File: config.mk
export PLATFORM = sky130hd
export DESIGN_NAME = if_fetch_queue
export DESIGN_NICKNAME = d
export VERILOG_FILES = /design/src/rtl/if_pkg.sv /design/src/rtl/if_fetch_ring.sv /design/src/rtl/if_fetch_queue.sv
export SDC_FILE = /design/constraint.sdc
export NUM_CORES = 1
export LEC_CHECK = 0
export ABC_AREA = 1
export CAP_MARGIN = 10
export CORE_ASPECT_RATIO = 0.6
export CORE_MARGIN = 8
export CORE_UTILIZATION = 40
export DETAILED_ROUTE_END_ITERATION = 8
export PLACE_DENSITY = 0.67
export SLEW_MARGIN = 20
export SYNTH_ARGS = -nofsm -noshare
export SYNTH_HDL_FRONTEND = slang
export SYNTH_SLANG_ARGS = --single-unit
export TNS_END_PERCENT = 100
File: constraint.sdc
create_clock -name clk -period 2.8 [get_ports clk]
set_input_delay 0.28 -clock clk [delete_from_list [all_inputs] [get_ports clk]]
set_output_delay 0.28 -clock clk [all_outputs]
set_load 0.005 [all_outputs]
File: src/rtl/if_pkg.sv
// rtl/if_pkg.sv - shared types and constants for the instruction-fetch queue
//
// Purpose: width of PC/instruction, the NOP driven to ID when the queue head is
// empty, and the per-entry record held by the fetch ring.
package if_pkg;

    localparam int XLEN = 32;

    // addi x0, x0, 0
    localparam logic [XLEN-1:0] NOP_INSN = 32'h0000_0013;

    typedef struct packed {
        logic [XLEN-1:0] pc;
        logic [XLEN-1:0] insn;
        logic            filled;
    } fetch_entry_t;

endpackage

File: src/rtl/if_fetch_ring.sv
// rtl/if_fetch_ring.sv - DEPTH-entry circular buffer of in-order fetch entries
//
// Purpose: entries are allocated at the write pointer when a request is accepted,
// filled at the fill pointer when a response returns, and freed at the read
// pointer on pop. All three operations happen in the same order, so three
// pointers plus a count fully describe the buffer.
//
// Ports:
//   clk, rst_n          clock, asynchronous active-low reset
//   clear_i             drop every entry and rewind all pointers (flush)
//   alloc_i, alloc_pc_i allocate the next entry with this PC
//   fill_i, fill_insn_i fill the oldest unfilled entry with this instruction
//   pop_i               free the head entry
//   count_o             allocated entries
//   inflight_o          allocated entries still waiting for their response
//   head_valid_o        head entry allocated and filled
//   head_pc_o           PC of the head entry
//   head_insn_o         instruction of the head entry
module if_fetch_ring
    import if_pkg::*;
#(
    parameter int   DEPTH = 2,
    localparam int  PTR_W = $clog2(DEPTH),
    localparam int  CNT_W = PTR_W + 1
) (
    input  logic              clk,
    input  logic              rst_n,
    input  logic              clear_i,
    input  logic              alloc_i,
    input  logic [XLEN-1:0]   alloc_pc_i,
    input  logic              fill_i,
    input  logic [XLEN-1:0]   fill_insn_i,
    input  logic              pop_i,
    output logic [CNT_W-1:0]  count_o,
    output logic [CNT_W-1:0]  inflight_o,
    output logic              head_valid_o,
    output logic [XLEN-1:0]   head_pc_o,
    output logic [XLEN-1:0]   head_insn_o
);

    fetch_entry_t       ent_q [DEPTH];
    fetch_entry_t       ent_d [DEPTH];
    logic [DEPTH-1:0]   alloc_q, alloc_d;
    logic [PTR_W-1:0]   wr_ptr_q, wr_ptr_d;
    logic [PTR_W-1:0]   fill_ptr_q, fill_ptr_d;
    logic [PTR_W-1:0]   rd_ptr_q, rd_ptr_d;
    logic [CNT_W-1:0]   count_q, count_d;

    // The caller guarantees the three operations never target the same slot:
    // alloc needs a free slot, fill needs an allocated unfilled slot, and pop
    // needs a filled head.
    always_comb begin
        ent_d      = ent_q;
        alloc_d    = alloc_q;
        wr_ptr_d   = wr_ptr_q;
        fill_ptr_d = fill_ptr_q;
        rd_ptr_d   = rd_ptr_q;
        count_d    = count_q;
        if (clear_i) begin
            alloc_d    = '0;
            wr_ptr_d   = '0;
            fill_ptr_d = '0;
            rd_ptr_d   = '0;
            count_d    = '0;
            for (int i = 0; i < DEPTH; i++) begin
                ent_d[i].filled = 1'b0;
            end
        end else begin
            if (alloc_i) begin
                ent_d[wr_ptr_q].pc     = alloc_pc_i;
                ent_d[wr_ptr_q].filled = 1'b0;
                alloc_d[wr_ptr_q]      = 1'b1;
                wr_ptr_d               = wr_ptr_q + PTR_W'(1);
            end
            if (fill_i) begin
                ent_d[fill_ptr_q].insn   = fill_insn_i;
                ent_d[fill_ptr_q].filled = 1'b1;
                fill_ptr_d               = fill_ptr_q + PTR_W'(1);
            end
            if (pop_i) begin
                alloc_d[rd_ptr_q]      = 1'b0;
                ent_d[rd_ptr_q].filled = 1'b0;
                rd_ptr_d               = rd_ptr_q + PTR_W'(1);
            end
            case ({alloc_i, pop_i})
                2'b10:   count_d = count_q + CNT_W'(1);
                2'b01:   count_d = count_q - CNT_W'(1);
                default: count_d = count_q;
            endcase
        end
    end

    always_ff @(posedge clk or negedge rst_n) begin
        if (!rst_n) begin
            for (int i = 0; i < DEPTH; i++) begin
                ent_q[i] <= '0;
            end
            alloc_q    <= '0;
            wr_ptr_q   <= '0;
            fill_ptr_q <= '0;
            rd_ptr_q   <= '0;
            count_q    <= '0;
        end else begin
            for (int i = 0; i < DEPTH; i++) begin
                ent_q[i] <= ent_d[i];
            end
            alloc_q    <= alloc_d;
            wr_ptr_q   <= wr_ptr_d;
            fill_ptr_q <= fill_ptr_d;
            rd_ptr_q   <= rd_ptr_d;
            count_q    <= count_d;
        end
    end

    always_comb begin
        inflight_o = '0;
        for (int i = 0; i < DEPTH; i++) begin
            if (alloc_q[i] && !ent_q[i].filled) begin
                inflight_o = inflight_o + CNT_W'(1);
            end
        end
    end

    assign count_o      = count_q;
    assign head_valid_o = alloc_q[rd_ptr_q] && ent_q[rd_ptr_q].filled;
    assign head_pc_o    = ent_q[rd_ptr_q].pc;
    assign head_insn_o  = ent_q[rd_ptr_q].insn;

endmodule

File: src/rtl/if_fetch_queue.sv
// rtl/if_fetch_queue.sv - fetch request issue, response queue and IF stall/flush
//
// Purpose: issues the current PC to instruction memory, queues in-order
// responses, presents {PC, instruction} to ID, holds the PC register while a
// fetch is not accepted, and discards responses belonging to flushed fetches.
//
// Ports:
//   clk, rst_n                          clock, asynchronous active-low reset
//   pc_f                                current fetch PC
//   bubble_f                            1 = hold the PC register this cycle
//   flush_if                            drop all fetched and in-flight instructions
//   imem_req, imem_addr, imem_gnt       fetch request channel
//   imem_rvalid, imem_rdata             in-order response channel
//   stall_d                             ID not consuming this cycle
//   valid_d, pc_d, insn_d               head entry presented to ID
module if_fetch_queue
    import if_pkg::*;
#(
    parameter int DEPTH = 2
) (
    input  logic              clk,
    input  logic              rst_n,
    input  logic [XLEN-1:0]   pc_f,
    output logic              bubble_f,
    input  logic              flush_if,
    output logic              imem_req,
    output logic [XLEN-1:0]   imem_addr,
    input  logic              imem_gnt,
    input  logic              imem_rvalid,
    input  logic [XLEN-1:0]   imem_rdata,
    input  logic              stall_d,
    output logic              valid_d,
    output logic [XLEN-1:0]   pc_d,
    output logic [XLEN-1:0]   insn_d
);

    localparam int CNT_W = $clog2(DEPTH) + 1;

    logic [CNT_W-1:0] count;
    logic [CNT_W-1:0] inflight;
    logic [CNT_W-1:0] discard_q, discard_d;
    logic             head_valid;
    logic [XLEN-1:0]  head_pc;
    logic [XLEN-1:0]  head_insn;
    logic             accept;
    logic             pop;
    logic             fill;
    logic             drop;

    // rst_n gates the request so nothing is issued while held in reset.
    assign imem_req  = rst_n && !flush_if && (count < CNT_W'(DEPTH));
    assign imem_addr = pc_f;
    assign accept    = imem_req && imem_gnt;
    assign bubble_f  = !rst_n || (!accept && !flush_if);

    assign pop  = head_valid && !stall_d && !flush_if;
    assign drop = imem_rvalid && (discard_q != '0);
    assign fill = imem_rvalid && (discard_q == '0) && (inflight != '0) && !flush_if;

    // On a flush every in-flight fetch becomes a response to throw away; a
    // response arriving in the flush cycle itself is one of those, already gone.
    always_comb begin
        discard_d = discard_q;
        if (flush_if) begin
            discard_d = discard_q + inflight;
            if (imem_rvalid && (discard_d != '0)) begin
                discard_d = discard_d - CNT_W'(1);
            end
        end else if (drop) begin
            discard_d = discard_q - CNT_W'(1);
        end
    end

    always_ff @(posedge clk or negedge rst_n) begin
        if (!rst_n) begin
            discard_q <= '0;
        end else begin
            discard_q <= discard_d;
        end
    end

    if_fetch_ring #(
        .DEPTH (DEPTH)
    ) u_ring (
        .clk          (clk),
        .rst_n        (rst_n),
        .clear_i      (flush_if),
        .alloc_i      (accept),
        .alloc_pc_i   (pc_f),
        .fill_i       (fill),
        .fill_insn_i  (imem_rdata),
        .pop_i        (pop),
        .count_o      (count),
        .inflight_o   (inflight),
        .head_valid_o (head_valid),
        .head_pc_o    (head_pc),
        .head_insn_o  (head_insn)
    );

    assign valid_d = head_valid;
    assign pc_d    = head_pc;
    assign insn_d  = head_valid ? head_insn : NOP_INSN;

    // A response with nothing outstanding and nothing to discard is a memory
    // protocol violation; the data is ignored.
    always_ff @(posedge clk) begin
        if (rst_n) begin
            assert (!(imem_rvalid && (discard_q == '0) && (inflight == '0)));
        end
    end

endmodule

==> qor.yml <==
status: "finished clean"
globalplace.congestion: 0.796
maxSlewViolCount: 0
gr-usage-all-layers_pct: 16.0
place_ws_ns: 0.598
core_um2: 17100
port_buffers: 168
die_height_um: 118
clock_path_buffers: 2
p_per_area_nw_per_um2: 694
wire_per_inst_um: 13.5
slew_headroom_pct: 43.6
clock-sinks: 139
die_w_um: 186
row_count: 37
drive_gt1_share_pct: 8.53
fill_cells: 1632
htreeDepth: 4
grt_overflow: 0
period_share_pct: 93.5
crit_slowest_cell: "dfrtp_4"
peakVddDrop_v: 0.000352
cts_buffers: 17
cp_max_fo: 20
drtIter0Drc: 525
num-nets-final: 1071
antenna-diode-count: 0
setup_viol: 0
hold_class: "input pin to async pin"
seqCellArea_um2: 3480
syn_area_per_cell_um2: 7.93
hold_violations: 0
tightest_slew_ns: 0.847
final_antenna_net_count: 0
synth-seq-cells: 139
io_pins: 169
yosysWarnings: 0
syn_nets: 951
synth_ff_type: "dfrtp_1"
p_total_uw: 6310
finalWirelength_mm: 16.8
path_cells: "nand3_2 > nand2_2 > buf_12 > nand2_1 > inv_1 > clkdlybuf4s50_1"
firstDrtPassIters: 8
syn_to_final_growth_pct: 31.0
finalWorstSetupSlack_ns: 0.181
post_cts_buffers: 0
grt_max_degree: 81
die-area_um2: 22000
rr_startpoint: "u_ring.ent_q[0]$_DFF_PN0_"
reg2reg_slack_ns: 0.67
path_class: "register to output port"
synth_edf_count: 0
leakage_uw: 0.00455
synth_area_leader_cell: "dfrtp_1"
grt_pass1_wl_mm: 28.5
worst_path_largest_cell_delay_ns: 0.59
cts-root-buf: "clkbuf_16"
grt_pass1_vias: 5459
start_kind: "register"
cp-end-kind: "output port"
max_freq_mhz: 382
synth-async-reset-ratio_pct: 100
r2r_cells: 9
clkTransAtPathRegs_ns: 0.06
clock_skew_ns: 0.00944
via_per_inst: 4.46
cp_data_arrival_time_ns: 2.34
rsz0062_at_grt: "false"
final_common_cell: "nand2_1"
multi_input_area_um2: 2490
required_ns: 2.52
initial_core_util_pct: 40.7
clk_latency_ns: 0.41
syn_area_um2: 6950
hpwl_mm: 11.8
yosysTopAreaCellShare_pct: 50.1
cts_tree: "done"
num_vias: 5537
r2r_end: "discard_q[1]$_DFFE_PN0P_"
antenna_found_initial: 0
fin_setup_tns_ns: 0
synthTopCellsByArea: "dfrtp_1, nand2_1, o21ai_0"
synth_cells: 876
ys_seq_area_share_pct: 50.1
cap_viol_max_count: 0
drc: 0
post-route-min-period_ns: 2.62
layout_common_cells: "nand2_1, clkdlybuf4s50_1, dfrtp_1"
ys_types: 30
cells in the mapped netlist (2+ instances only):
| cell | instances |
|---|---|
| inv_4 | 2 |
| xor2_1 | 2 |
| buf_2 | 17 |
| ha_1 | 5 |
| nand3_1 | 8 |
| buf_6 | 13 |
| nand3_2 | 3 |
| xnor2_1 | 2 |
| a21oi_1 | 6 |
| inv_1 | 111 |
| nor2_1 | 7 |
| nand2_4 | 2 |
| nand2_1 | 367 |
| o21ai_0 | 99 |
| clkbuf_1 | 11 |
| a31oi_1 | 2 |
| o21ai_2 | 29 |
| o21ai_1 | 7 |
| dfrtp_1 | 139 |
| buf_4 | 34 |
what timing repair did:
action                                 CTS  global route
setup endpoints to repair                0             0
endpoints found under the hold margin   24             0
hold buffers                             1             0
resized for setup                        0             0
worst max-delay path: cells and delay by family, from the launching register on:
| kind | cells | cell delay [ns] |
|---|---|---|
| flip-flops | 1 | 0.59 |
| AND/OR/NAND/NOR | 3 | 0.59 |
| buffers and inverters | 3 | 0.74 |
where the power goes:
group / switching [uW] / internal, uW
clock network: 885 / 1400
logic: 661 / 678
registers: 220 / 2470
stage by stage:
step,instances,cell area [um^2],hold slack (ns),util (%)
global placement,1210,8490,0.169,49.7
finish,1242,9100,0.313,53.3
floorplan,876,6950,-0.0156,-
detailed placement,1210,8490,0.168,49.7
CTS,1242,9100,0.312,53.3
global route,1242,9100,0.327,53.3
final cells by class:
cell class | count | area share (%)
clock inverters | 14 | 1.88
inverters | 115 | 4.87
repair buffers | 177 | 19.7
clock buffers | 17 | 4.68
well taps | 234 | 3.22
flip-flops and latches | 139 | 38.3
multi-input cells | 546 | 27.4
worst max path at each step:
stage                                 from                  endpoint  slack [ns]  depth (start not counted)
6_report       u_ring.rd_ptr_q$_DFFE_PN0P_                insn_d[23]        0.18                          6
3_3_place_gp                      flush_if                  bubble_f        0.59                          5
5_1_grt        u_ring.rd_ptr_q$_DFFE_PN0P_                insn_d[24]        0.03                          6
3_5_place_dp                      flush_if                  bubble_f        0.60                          5
2_1_floorplan  u_ring.alloc_q[0]$_DFF_PN0_  discard_q[1]$_DFFE_PN0P_        0.86                         10
4_1_cts        u_ring.rd_ptr_q$_DFFE_PN0P_                insn_d[23]        0.15                          6
logic make-up (layout without fill, tap and decap cells):
family                     Yosys count  after routing  synth area share (%)
adders and majority gates            5              5                 0.901
DFF                                139            139                  50.1
buffers and inverters              191            323                  14.1
xor gates and xnor gates             4              4                 0.505
and+or+nand+nor                    393            393                  22.4
AOI/OAI and AO/OA                  144            144                  12.0
routing by layer:
metal	GRT usage, %	vias up	share of wire (%)
li1	-	2887	-
met1	23.1	2501	50
met2	22.8	138	42
met3	4.87	11	6.9
met4	4.00	0	0.63
met5	0	-	0
No activity file was read; power rests on OpenSTA's default activity.
==> patch 1: new RTL, same flow settings <==
`XLEN`: 32 -> 16.
--- a/src/rtl/if_pkg.sv
+++ b/src/rtl/if_pkg.sv
@@ -4,7 +4,7 @@
 // empty, and the per-entry record held by the fetch ring.
 package if_pkg;
 
-    localparam int XLEN = 32;
+    localparam int XLEN = 16;
 
     // addi x0, x0, 0
     localparam logic [XLEN-1:0] NOP_INSN = 32'h0000_0013;
Interface: changed (5 resized); port bits go from 169 to 89. The function was not compared with the original's and may differ.
==> patch 1 against the original RTL <==
Area after synthesis is 45% lower. Sequential cell count is 64 lower. Combinational power is 31% lower. Routed wire length is 46% lower. Setup slack better by 0.23 ns. Final area is 46% lower. Power is 43% lower. Largest cell class unchanged.
==> patch 1: results (changes against the original RTL) <==
metric;value;unit;change
clock_latency;0.32;ns;was 0.41 ns
regToRegSetupSlack;0.60;ns;was 0.67 ns
whs;0.218;ns;was 0.313 ns
critPathMaxFanout;33;;was 20
synthFlopType;dfrtp_1;;unchanged
wl_met3;686;um;was 1150 um
place_ws;0.620;ns;was 0.598 ns
n_fill_cell;879;;was 1632
relSlewSlack;0.371;;was 0.436
drt-initial-drc-count;224;;was 525
wl;9070;um;was 16800 um
slowest_stage;clkdlybuf4s50_1;;was dfrtp_4
via_per_inst;4.64;;was 4.46
vdd_drop_max;364;uV;was 352 uV
r2r_start;u_ring.alloc_q[1];;was u_ring.ent_q[0]
grtUsageTotal;0.144;;was 0.160
wl_met2;4140;um;was 7080 um
htree_levels;3;;was 4
netlist_top_cells_count;191 x nand2_1, 75 x dfrtp_1, 64 x inv_1;;was 367 x nand2_1, 139 x dfrtp_1, 111 x inv_1
wl_met1;4190;um;was 8420 um
drive_gt1_frac;0.0862;;was 0.0853
clock_skew;0.00862;ns;was 0.00944 ns
grt_pass1_wl;15500;um;was 28500 um
reg2regPathDepth;10;;was 9
syn_nets;528;;was 951
synth_compound_area_frac;0.119;;was 0.120
synthXorXnorAreaFrac;0.00686;;was 0.00504
ys_types;28;;was 30
numCtsBuffers;9;;was 17
yosysSeqAreaShare;0.490;;was 0.501
cpPeakStageDelay;0.50;ns;was 0.59 ns
p_leak;0.00252;uW;was 0.00455 uW
grt_max_degree;76;;was 81
drt_pass1_iterations;5;;was 8
worstPathArrival;2.10;ns;was 2.34 ns
nets;595;;was 1071
synth_fa_ha_area_frac;0.0163;;was 0.00901
gp_congestion;0.763;;was 0.796
grt_pass1_vias;3231;;was 5459
port_buffers;88;;was 168
synthTopCellsByArea;dfrtp_1 49%, nand2_1 19%, inv_1 6.3%;;was dfrtp_1 50%, nand2_1 20%, o21ai_0 7.1%
place_hpwl;6380;um;was 11800 um
status;finished clean;;unchanged
patch 1: power breakdown:
part	switching (uW)	leakage [uW]	internal (uW)
Combinational	457	0.00140	470
Sequential	161	0.000986	1380
Clock	432	0.000136	695
Total	1050	0.00252	2550
patch 1: worst max-delay path: cells and delay by family, from the launching register on:
kind                   cells  cell delay, ns
buffers and inverters      3            0.94
flip-flops                 1            0.38
AND/OR/NAND/NOR            3            0.45
patch 1: routing by layer:
layer / track usage / vias to the layer above
li1: - / 1600
met1: 0.180 / 1495
met2: 0.238 / 88
met3: 0.0538 / 6
met4: 0.0264 / 0
met5: 0 / -
patch 1: worst max path at each step:
stage,start,to,slack (ns),cells after the start
after floorplan,u_ring.ent_q[0],discard_q[1],0.84,9
after global placement,u_ring.alloc_q[1],discard_q[1],0.69,10
after detailed placement,u_ring.alloc_q[1],discard_q[1],0.62,10
after CTS,u_ring.rd_ptr_q,insn_d[9],0.38,6
after global routing,u_ring.rd_ptr_q,insn_d[9],0.26,6
final,u_ring.rd_ptr_q,insn_d[12],0.42,6
patch 1: through the flow:
stage | std cells | total power [uW] | area, sq um
after detailed placement | 671 | 2490 | 4650
after CTS | 687 | 3630 | 4940
after global placement | 671 | 2440 | 4650
final | 687 | 3600 | 4940
after global routing | 687 | 3840 | 4940
after floorplan | 485 | 2100 | 3830
patch 1: layout make-up:
| cell class | count | share of cell area |
|---|---|---|
| Clock inverter | 5 | 0.0127 |
| Multi-Input combinational cell | 306 | 0.291 |
| Inverter | 67 | 0.0514 |
| Timing Repair Buffer | 93 | 0.185 |
| Sequential cell | 75 | 0.380 |
| Clock buffer | 11 | 0.0471 |
| Tap cell | 130 | 0.0329 |
==> patch 2: new RTL, config.mk and constraints unchanged <==
Made on the original files. Make the reset (`rst_n`) synchronous in 2 clocked blocks. Comments in the files are not updated.
--- a/src/rtl/if_fetch_ring.sv
+++ b/src/rtl/if_fetch_ring.sv
@@ -90,7 +90,7 @@
         end
     end
 
-    always_ff @(posedge clk or negedge rst_n) begin
+    always_ff @(posedge clk) begin
         if (!rst_n) begin
             for (int i = 0; i < DEPTH; i++) begin
                 ent_q[i] <= '0;
--- a/src/rtl/if_fetch_queue.sv
+++ b/src/rtl/if_fetch_queue.sv
@@ -71,7 +71,7 @@
         end
     end
 
-    always_ff @(posedge clk or negedge rst_n) begin
+    always_ff @(posedge clk) begin
         if (!rst_n) begin
             discard_q <= '0;
         end else begin
Behaviour: not the same (Yosys sat finds a counterexample within 4 cycles, from zero or initial values and one cycle with rst_n low; the reset may be asserted at any time).
==> patch 2 against the original RTL <==
Setup slack better by 0.17 ns. Routed wire length is 1.5% higher. Sequential cell count unchanged. Final area is 0.12% lower. Area after synthesis shrank 0.11%. Critical path type unchanged.
Power is not compared: it rests on default switching activity, and its combinational part moved more than twofold at a synthesized area within 25%.
==> patch 2: results (changes against the original RTL) <==
metric;value;unit;change
status;finished clean;;unchanged
non_clock_inverter_count;178;;was 115
dieArea;22000;sq um;about the same
wl;17000;um;was 16800 um
clockBufferCount;19;;was 17
drt-initial-drc-count;372;;was 525
wl_met2;7210;um;was 7080 um
async_flop_share;0;;was 1.00
synthCells;1145;;was 876
netlist_top_cells_count;374 x nand2_1, 264 x nor2_1, 177 x inv_1;;was 367 x nand2_1, 139 x dfrtp_1, 111 x inv_1
worstSetupEndpoint;insn_d[1];;was insn_d[23]
vias;6389;;was 5537
grt_pass1_vias;5796;;was 5459
critPathTopFamily;buffers and inverters;;unchanged
use_met2;0.233;;was 0.228
synth.top_cell.area_share;0.401;;was 0.501
regToRegSetupSlack;0.84;ns;was 0.67 ns
clock_tree_area_fraction;0.0635;;was 0.0656
multi_input_gates;736;;was 546
critPathMaxFanout;26;;was 20
worstPathArrival;2.17;ns;was 2.34 ns
yosysSeqAreaShare;0.401;;was 0.501
crit_path_start;u_ring.rd_ptr_q;;unchanged
grt_max_degree;69;;was 81
finalPower;4640;uW;
drive_gt1_frac;0.0380;;was 0.0853
placed_cell_area;8510;sq um;was 8490 sq um
period_minus_slack;2.45;ns;was 2.62 ns
ys_types;19;;was 30
wire_per_inst;11.4;um;was 13.5 um
syn_nets;1221;;was 951
nets;1325;;was 1071
worst_slew_pin_slew;0.715;ns;was 0.847 ns
place_hpwl;11500;um;was 11800 um
grt_pass1_wl;27900;um;was 28500 um
clock_skew;0.00942;ns;was 0.00944 ns
n_fill_cell;1709;;was 1632
wl_met3;1140;um;was 1150 um
drt_pass1_iterations;5;;was 8
r2r_start;u_ring.alloc_q[0];;was u_ring.ent_q[0]
hp-class;input port to register;;was input port to async pin
grt_use_met1;0.210;;was 0.231
synthTopCellsByArea;dfxtp_1 40%, nand2_1 20%, nor2_1 14%;;was dfrtp_1 50%, nand2_1 20%, o21ai_0 7.1%
multi_input_area_share;0.328;;was 0.274
whs;0.177;ns;was 0.313 ns
grtUsageTotal;0.151;;was 0.160
buf_share;0.196;;was 0.197
place_ws;0.597;ns;was 0.598 ns
fin_area;9090;sq um;was 9100 sq um
## patch 2: cell types whose count changed after synthesis, moves of 7 or more
| cell | before | now |
|---|---|---|
| nor2_1 | 7 | 264 |
| dfrtp_1 | 139 | 0 |
| dfxtp_1 | 0 | 139 |
| inv_1 | 111 | 177 |
| o21ai_0 | 99 | 65 |
| o21ai_2 | 29 | 0 |
| clkbuf_1 | 11 | 32 |
| buf_6 | 13 | 2 |
| buf_2 | 17 | 26 |
| nand2_1 | 367 | 374 |
| o21ai_1 | 7 | 0 |
## patch 2: kinds of logic after synthesis
kind of cell    count (synthesis)  share of synthesized area
simple gates                  652                      0.359
buf+inv                       270                      0.170
flops                         139                      0.401
compound gates                 76                     0.0559
fa+ha+maj                       6                     0.0108
xor+xnor                        2                    0.00253
## patch 2: worst reg2reg max path: cells and delay by family (launching register included)
family	cells	cell delay, ns
DFF	1	0.33
buffers and inverters	3	0.46
and+or+nand+nor	6	0.89
adders and majority gates	1	0.22
